--- config.mk ---
export PLATFORM = sky130hd
export DESIGN_NAME = load_store_unit
export DESIGN_NICKNAME = d
export VERILOG_FILES = /design/src/rtl/load_store_unit.sv
export SDC_FILE = /design/constraint.sdc
export NUM_CORES = 1
export LEC_CHECK = 0
export CELL_PAD_IN_SITES_DETAIL_PLACEMENT = 1
export CELL_PAD_IN_SITES_GLOBAL_PLACEMENT = 2
export CORE_ASPECT_RATIO = 1.5
export CORE_MARGIN = 5
export CORE_UTILIZATION = 24
export DETAILED_ROUTE_END_ITERATION = 12
export PLACE_DENSITY_LB_ADDON = 0.1
export SLEW_MARGIN = 20
export SYNTH_ARGS = -nofsm -noshare
export SYNTH_HDL_FRONTEND = slang
export SYNTH_SLANG_ARGS = --single-unit
--- constraint.sdc ---
create_clock -name clk -period 3.4 [get_ports clk]
set_clock_uncertainty 0.1 [all_clocks]
set_input_delay 1.02 -clock clk [delete_from_list [all_inputs] [get_ports clk]]
set_output_delay 1.02 -clock clk [all_outputs]
set_load 0.02 [all_outputs]
--- src/rtl/load_store_unit.sv ---
// Load/store initiator between the EX/MEM stage and a multi-cycle data memory.
// Converts byte/half/word requests into aligned, byte-enabled bus transfers and stalls until done.
`timescale 1ns/1ps
module load_store_unit #(
  parameter int TIMEOUT = 64
) (
  input  logic        clk,
  input  logic        rst,
  input  logic        memread_in,
  input  logic        memwrite_in,
  input  logic [31:0] addr_in,
  input  logic [31:0] wdata_in,
  input  logic [2:0]  loadtype_in,
  input  logic [2:0]  strtype_in,
  output logic        stall_out,
  output logic [31:0] load_data_out,
  output logic        load_valid_out,
  output logic        misalign_out,
  output logic        timeout_out,
  output logic        mem_req,
  output logic        mem_we,
  output logic [31:0] mem_addr,
  output logic [3:0]  mem_be,
  output logic [31:0] mem_wdata,
  input  logic        mem_ready,
  input  logic        mem_rvalid,
  input  logic [31:0] mem_rdata
);

  localparam int CW = (TIMEOUT > 2) ? $clog2(TIMEOUT) : 1;
  localparam logic [CW-1:0] CNT_LAST = CW'(TIMEOUT - 1);

  typedef enum logic [1:0] {S_IDLE, S_REQ, S_WAIT, S_DONE} state_t;
  typedef enum logic [1:0] {SZ_BYTE, SZ_HALF, SZ_WORD} size_t;

  state_t        state_q;
  logic [CW-1:0] cnt_q;
  logic          mem_req_q, mem_we_q;
  logic [31:0]   mem_addr_q, mem_wdata_q, load_data_q;
  logic [3:0]    mem_be_q;
  logic          load_valid_q, misalign_q, timeout_q;
  logic [2:0]    ltype_q;
  logic [1:0]    off_q;

  size_t       size_d;
  logic        req_valid_d, misaligned_d;
  logic [3:0]  be_d;
  logic [31:0] wdata_d, ext_d;
  logic [7:0]  byte_sel;
  logic [15:0] half_sel;

  assign req_valid_d = memread_in | memwrite_in;

  // A store wins when both request lines are up, so its funct3 picks the size.
  always_comb begin
    size_d = SZ_WORD;
    if (memwrite_in) begin
      case (strtype_in)
        3'b000:  size_d = SZ_BYTE;
        3'b001:  size_d = SZ_HALF;
        default: size_d = SZ_WORD;
      endcase
    end else begin
      case (loadtype_in)
        3'b000, 3'b100: size_d = SZ_BYTE;
        3'b001, 3'b101: size_d = SZ_HALF;
        default:        size_d = SZ_WORD;
      endcase
    end
  end

  assign misaligned_d = ((size_d == SZ_HALF) && addr_in[0]) ||
                        ((size_d == SZ_WORD) && (addr_in[1:0] != 2'b00));

  always_comb begin
    be_d    = 4'b1111;
    wdata_d = wdata_in;
    case (size_d)
      SZ_BYTE: begin
        be_d    = 4'b0001 << addr_in[1:0];
        wdata_d = {4{wdata_in[7:0]}};
      end
      SZ_HALF: begin
        be_d    = addr_in[1] ? 4'b1100 : 4'b0011;
        wdata_d = {2{wdata_in[15:0]}};
      end
      default: begin
        be_d    = 4'b1111;
        wdata_d = wdata_in;
      end
    endcase
  end

  always_comb begin
    byte_sel = mem_rdata[7:0];
    case (off_q)
      2'd0: byte_sel = mem_rdata[7:0];
      2'd1: byte_sel = mem_rdata[15:8];
      2'd2: byte_sel = mem_rdata[23:16];
      2'd3: byte_sel = mem_rdata[31:24];
      default: byte_sel = mem_rdata[7:0];
    endcase
    half_sel = off_q[1] ? mem_rdata[31:16] : mem_rdata[15:0];
    case (ltype_q)
      3'b000:  ext_d = {{24{byte_sel[7]}}, byte_sel};
      3'b001:  ext_d = {{16{half_sel[15]}}, half_sel};
      3'b100:  ext_d = {24'h0, byte_sel};
      3'b101:  ext_d = {16'h0, half_sel};
      default: ext_d = mem_rdata;
    endcase
  end

  assign stall_out = ((state_q == S_IDLE) && req_valid_d && !misaligned_d) ||
                     (state_q == S_REQ) || (state_q == S_WAIT);

  always_ff @(posedge clk) begin
    if (rst) begin
      state_q      <= S_IDLE;
      cnt_q        <= '0;
      mem_req_q    <= 1'b0;
      mem_we_q     <= 1'b0;
      mem_addr_q   <= '0;
      mem_be_q     <= '0;
      mem_wdata_q  <= '0;
      load_data_q  <= '0;
      load_valid_q <= 1'b0;
      misalign_q   <= 1'b0;
      timeout_q    <= 1'b0;
      ltype_q      <= '0;
      off_q        <= '0;
    end else begin
      load_valid_q <= 1'b0;
      misalign_q   <= 1'b0;
      timeout_q    <= 1'b0;
      case (state_q)
        S_IDLE: begin
          if (req_valid_d) begin
            if (misaligned_d) begin
              misalign_q <= 1'b1;
            end else begin
              mem_req_q   <= 1'b1;
              mem_we_q    <= memwrite_in;
              mem_addr_q  <= {addr_in[31:2], 2'b00};
              mem_be_q    <= be_d;
              mem_wdata_q <= wdata_d;
              ltype_q     <= loadtype_in;
              off_q       <= addr_in[1:0];
              cnt_q       <= '0;
              state_q     <= S_REQ;
            end
          end
        end
        // An accepted read is not complete yet, so the timeout still applies to it.
        S_REQ: begin
          if (mem_ready && mem_we_q) begin
            mem_req_q <= 1'b0;
            state_q   <= S_DONE;
          end else if (cnt_q == CNT_LAST) begin
            mem_req_q   <= 1'b0;
            timeout_q   <= 1'b1;
            load_data_q <= '0;
            state_q     <= S_DONE;
          end else if (mem_ready) begin
            mem_req_q <= 1'b0;
            cnt_q     <= cnt_q + 1'b1;
            state_q   <= S_WAIT;
          end else begin
            cnt_q <= cnt_q + 1'b1;
          end
        end
        S_WAIT: begin
          if (mem_rvalid) begin
            load_data_q  <= ext_d;
            load_valid_q <= 1'b1;
            state_q      <= S_DONE;
          end else if (cnt_q == CNT_LAST) begin
            timeout_q   <= 1'b1;
            load_data_q <= '0;
            state_q     <= S_DONE;
          end else begin
            cnt_q <= cnt_q + 1'b1;
          end
        end
        S_DONE: state_q <= S_IDLE;
        default: state_q <= S_IDLE;
      endcase
    end
  end

  assign mem_req        = mem_req_q;
  assign mem_we         = mem_we_q;
  assign mem_addr       = mem_addr_q;
  assign mem_be         = mem_be_q;
  assign mem_wdata      = mem_wdata_q;
  assign load_data_out  = load_data_q;
  assign load_valid_out = load_valid_q;
  assign misalign_out   = misalign_q;
  assign timeout_out    = timeout_q;

endmodule

## Word level (Yosys, flattened, before mapping)

Cells that the tools add are included.

- Add/sub/neg operators: 1
- Equality and inequality tests: 22
- Shifts and indexed selects: 1
- Multiplexer cells: 39
- Bitwise gates (word level): 5
- Reductions and logical operators: 28

Operators by type and width:

| kind | number |
|---|---|
| 32-bit one-hot mux with 2 select lines | 2 |
| 32-bit one-hot mux with 4 select lines | 1 |
| 32-bit two-way mux | 3 |
| 8-bit one-hot mux with 4 select lines | 1 |
| 6-bit two-way mux | 5 |
| 6-bit one-hot mux with 3 select lines | 1 |
| 16-bit two-way mux | 1 |
| 2-bit two-way mux | 8 |
| 3-bit equality test, second input constant | 4 |
| 2-bit equality test, second input constant | 5 |
| 1-bit two-way mux | 10 |
| 3-bit by 1-bit equality test with 1-bit output, second input constant | 3 |
| 3-bit zero test | 3 |
| 2-bit != test, second input constant | 4 |
| 2-bit one-hot mux with 2 select lines | 2 |
| 2-bit one-hot mux with 4 select lines | 1 |
| 4-bit one-hot mux with 2 select lines | 1 |
| 4-bit AND reduction | 2 |
| 6-bit by 1-bit adder with 6-bit output, second input constant | 1 |
| 2-bit by 1-bit equality test with 1-bit output, second input constant | 3 |
| 6-bit equality test, second input constant | 1 |
| 2-bit zero test | 3 |
| 2-bit nonzero test | 3 |
| 2-bit OR reduction | 3 |
| 15 further kinds | 25 |

- Flip-flop bits (word level): 116
- Bits of input ports: 108

## Depth between registers and ports, before layout

- Word-level depth: 11
- Gate-level depth with buffers: 9

## Worst setup path before layout

OpenSTA, ideal clock, no wires.

- Path kind: input to output
- Start: input port memwrite_in
- End: output port stall_out
- Arrival time: 2,302 ps
- Required time: 2,280 ps
- Setup slack: -22 ps
- Stages on the path: 7
- Buffers on the path: 3
- Cell sequence: buf_4 or4b_4 nand2_4 o21ba_1 buf_4 buf_6 or3_1

- Longest elaborated chain between the ends: 8
- Elaborated cells on any way between the ends: 12
- Classes of those cells: eq/ne (2); mux (1); bitwise (1); reduce/logical (8)

Ends and longest elaborated chain:

| element | line | text |
|---|---|---|
| start, declared | 10 | `input logic memwrite_in,` |
| 2-bit two-way mux | 57 | `if (memwrite_in) begin` |
| 2-bit by 1-bit equality test with 1-bit output / 2-bit equality test (equally long branches) | 72, 73 |  |
| 1-bit logical AND, on equally long branches | 72, 73 |  |
| 1-bit logical OR | 72 | `assign misaligned_d = ((size_d == SZ_HALF) && addr_in[0]) \|\|` |
| 1-bit zero test | 113 | `assign stall_out = ((state_q == S_IDLE) && req_valid_d && !misaligned_d) \|\|` |
| 1-bit logical AND * | 113 |  |
| 1-bit logical OR * | 113 |  |
| 1-bit logical OR * | 114 | `(state_q == S_REQ) \|\| (state_q == S_WAIT);` |
| end, declared | 15 | `output logic stall_out,` |

Mark *: on every way between the ends. The rest lies on a longest branch, timed or not.

## Worst setup path in the final report

- Start: input port strtype_in[1]
- End: output port stall_out

- Longest elaborated chain between the ends: 10
- Elaborated cells on any way between the ends: 13
- Classes of those cells: eq/ne (3); mux (2); reduce/logical (8)

Ends and longest elaborated chain:

| element | line | text |
|---|---|---|
| start, declared | 14 | `input logic [2:0] strtype_in,` |
| 3-bit by 1-bit equality test with 1-bit output / 3-bit zero test (equally long branches) | 58 | `case (strtype_in)` |
| 2-bit one-hot mux with 2 select lines * | 58 |  |
| 2-bit two-way mux * | 57 |  |
| 2-bit by 1-bit equality test with 1-bit output / 2-bit equality test (equally long branches) | 72, 73 |  |
| 1-bit logical AND, on equally long branches | 72, 73 |  |
| 1-bit logical OR * | 72 |  |
| 1-bit zero test * | 113 |  |
| 1-bit logical AND * | 113 |  |
| 1-bit logical OR * | 113 |  |
| 1-bit logical OR * | 114 |  |

Marks and branches as above.

==> results.md <==
- Relative contribution of combinational cells to total power: 37.6%
- Share of post-route cells with drive strength above 1: 8.87%
- Via count: 5464
- Post-route design area: 8210 sq um
- Top area cells in the synthesized netlist: dfxtp_1 45%, nand2_1 11%, a21oi_1 7.6%, mux2i_1 3.3%, a211oi_1 2.9%
- Wire length per cell: 18.5 microns
- Timing-limited maximum frequency: 0.297 GHz
- CTS sink cnt: 116
- DR vias/cell: 4.84
- Dominant synthesized flop cell: dfxtp_1
- Worst Setup End Kind: output port
- Ys async rst share: 0%
- First-pass iteration count of the detailed router: 4
- Endpoints failing hold: 0
- Most common library cell in the layout ignoring fill and taps: clkdlybuf4s50_1
- ANT nets after route: 0
- Max-cap violations: 0
- Setup violation total in the final timing report: 0
- Wire length of the first global-routing pass: 32700 microns
- Initial standard-cell utilization of the core: 24.2%
- Hold Crit Start: load_data_out[31]$_SDFFE_PP0P_
- Number of input and output port buffers inserted: 211
- Placed standard-cell area: 7660 sq um
- Top-area cell type share of the netlist area: 44.6%
- Core footprint: 21600 sq um
- Clock transition at the registers of the reported paths: 50 ps
- Synth warnings: 0
- Congestion Overflow GR: 0
- Cell chosen for the clock root: clkbuf_16
- Measured slew at the worst slew-check pin: 1010 ps
- Nature of the critical path startpoint: input pin
- Worst Hold End: load_data_out[31]$_SDFFE_PP0P_
- Max FO, Critical Path: 3
- Clk buf depth: 2
- Height of the chip: 190 microns
- Share of power burned in the clock network: 30.3%
- R2R cell count: 7
- Worst reg2reg startpoint: state_q[0]$_SDFFE_PP0P_
- Synthesis-to-finish area growth: 57.5%
- Setup repair after global routing missed its margin: false
- Pin count of the biggest net entering global routing: 98
- Run status: completed
- Initial DRC Count: 257
- Net total in the final layout: 958
- Cell count after synthesis: 636
- Full die area: 24800 sq um
- Total standard cell area after synthesis: 5210 sq um
- Hold Path Class: flip-flop to flip-flop
- Total routing resource utilization after global routing: 17.0%
- Leakage power total: 3.08 nW
- Most frequent cells in the layout: 200 x clkdlybuf4s50_1, 148 x nand2_1, 116 x dfxtp_1
- Worst Hold Path Cells: 1
- Synthesized area per cell: 8.19 sq um
- Share of the yosys chip area belonging to registers: 44.6%
- Detailed placer's ending HPWL: 15800 microns
- Number of enable-type register cells in the synthesized netlist: 0
- Classification of the worst setup path: input pin to output port
- Initial antenna violation count: 1
- Cell row count: 66
- Top Ports: 214
- Required arrival time at the worst endpoint: 2280 ps
- Post-layout worst setup margin: 38.5 ps
- CP Data Arrival Time: 2240 ps
- Register-to-register path setup slack: 1040 ps
- Drt drc: 0
- Power density relative to cell area: 658 nW/um^2
- Post-Route WL: 20900 microns
- Max Slew Vio Count: 0
- Number of buffers inserted for hold repair after clock tree synthesis: 0
- Cell type with the highest aggregate area in the netlist: dfxtp_1
- Worst flop-to-flop path endpoint: mem_wdata[12]$_SDFFE_PP0P_
- Int Power: 0.00352 W
- Final Critical Period: 3360 ps
- Maximum vdd ir drop: 0.000278 V
- Rel. slew slack: 32.8%
- Die Span X: 130 microns
- Number of unique standard cell types used by synthesis: 55
- CTS HTree Levels: 4
- Finished Core Util: 38.1%
- Flop and latch count out of synthesis: 116
- Sw frac: 34.8%
- Clock buffer count from CTS: 17
- CTS tree: built
- Seq pwr share: 32.1%
- Worst hold-check slack: 349 ps
- Post-placement worst setup slack: -823 ps
- Final worst path period share: 98.9%
- Net Sw Power: 0.00188 W
- Clock insertion delay at the later pin of the skew report: 410 ps
- Via count of the first global-routing pass: 5889
- Weighted congestion at the end of routability-driven global placement: 0.755
==> through the flow <==
step           setup TNS (ps)  instances  total power, W
5_1_grt                     0       1130         0.00574
3_5_place_dp           -22060       1096         0.00381
3_3_place_gp           -17210       1096         0.00376
4_1_cts                     0       1129         0.00551
6_report                    0       1130         0.00540
2_1_floorplan               0        637         0.00287
==> cell usage after synthesis (all sizes together) (3+ instances only) <==
| library cell | number |
|---|---|
| o221ai | 8 |
| mux2i | 17 |
| a311oi | 11 |
| dfxtp | 116 |
| o2bb2ai | 8 |
| a21o | 17 |
| nor3 | 10 |
| buf | 23 |
| nand2 | 149 |
| nand3 | 5 |
| nor2b | 5 |
| o21ai | 13 |
| a222oi | 5 |
| clkbuf | 30 |
| a221oi | 9 |
| nor3b | 8 |
| a211oi | 20 |
| ha | 4 |
| nand2b | 4 |
| nor2 | 39 |
| or3 | 3 |
| a22oi | 3 |
| a21oi | 80 |
| inv | 15 |
| o21a | 4 |
==> layout make-up <==
class                           count  area [sq um]
Fill cell                        2492         13300
Multi-Input combinational cell    453          2610
Timing Repair Buffer              243          2350
Sequential cell                   116          2320
Clock buffer                       25           475
Tap cell                          272           340
Inverter                           15          56.3
Clock inverter                      5          52.6
Antenna cell                        1          2.50
==> flip-flops by register name, indices dropped and copies added, names as in the netlist <==
name,count
cnt_q,6
load_valid_out,1
off_q,2
timeout_out,1
mem_req,1
state_q,2
misalign_out,1
mem_addr,30
mem_we,1
load_data_out,32
mem_be,4
mem_wdata,32
ltype_q,3
==> cells by family (layout without fill, tap and decap cells) <==
kind of cell | Yosys count | count (layout) | share of synthesized area [%]
adder cells (fa/ha/maj) | 4 | 4 | 0.961
buffers and inverters | 68 | 288 | 6.20
other | 1 | 3 | 0.0720
AO/OA/AOI/OAI | 190 | 190 | 24.5
multiplexers | 19 | 19 | 3.70
flip-flops | 116 | 116 | 44.6
AND/OR/NAND/NOR | 238 | 238 | 20.0
==> what timing repair did <==
item	in CTS	in global routing
buffers inserted	3	0
endpoints found under the setup margin	1	1
pin swaps	8	4
resized for setup	26	6
==> per-layer routing <==
| metal | GRT usage, % | up-vias | wire (microns) | share of wire (%) |
|---|---|---|---|---|
| met5 | 0 | - | 0 | 0 |
| met4 | 6.16 | 0 | 423 | 2.0 |
| met3 | 5.38 | 23 | 1560 | 7.4 |
| met2 | 30.4 | 159 | 10900 | 52 |
| met1 | 18.7 | 2622 | 7970 | 38 |
| li1 | - | 2660 | - | - |
==> critical path: stages <==
cell and delay, ps:
clkdlybuf4s15_1 210, or4b_4 560, nand2_4 90, o21ba_4 140
or3_4 120, buf_6 100
==> power groups by stage <==
stage	clock, W	sequential (W)	combinational, W
3_5_place_dp	0	0.00176	0.00204
6_report	0.00163	0.00173	0.00203
2_1_floorplan	0	0.00199	0.000881
3_3_place_gp	0	0.00175	0.00201
4_1_cts	0.00170	0.00174	0.00207
5_1_grt	0.00175	0.00177	0.00222
==> how the worst max path moves through the flow <==
| stage | start | end | slack, ps |
|---|---|---|---|
| floorplan | memwrite_in | stall_out | 30 |
| global placement | memwrite_in | stall_out | -770 |
| detailed placement | memwrite_in | stall_out | -820 |
| CTS | strtype_in[2] | stall_out | 6 |
| global route | strtype_in[1] | stall_out | 6 |
| finish | strtype_in[1] | stall_out | 40 |
(Power assumes the default switching activity.)
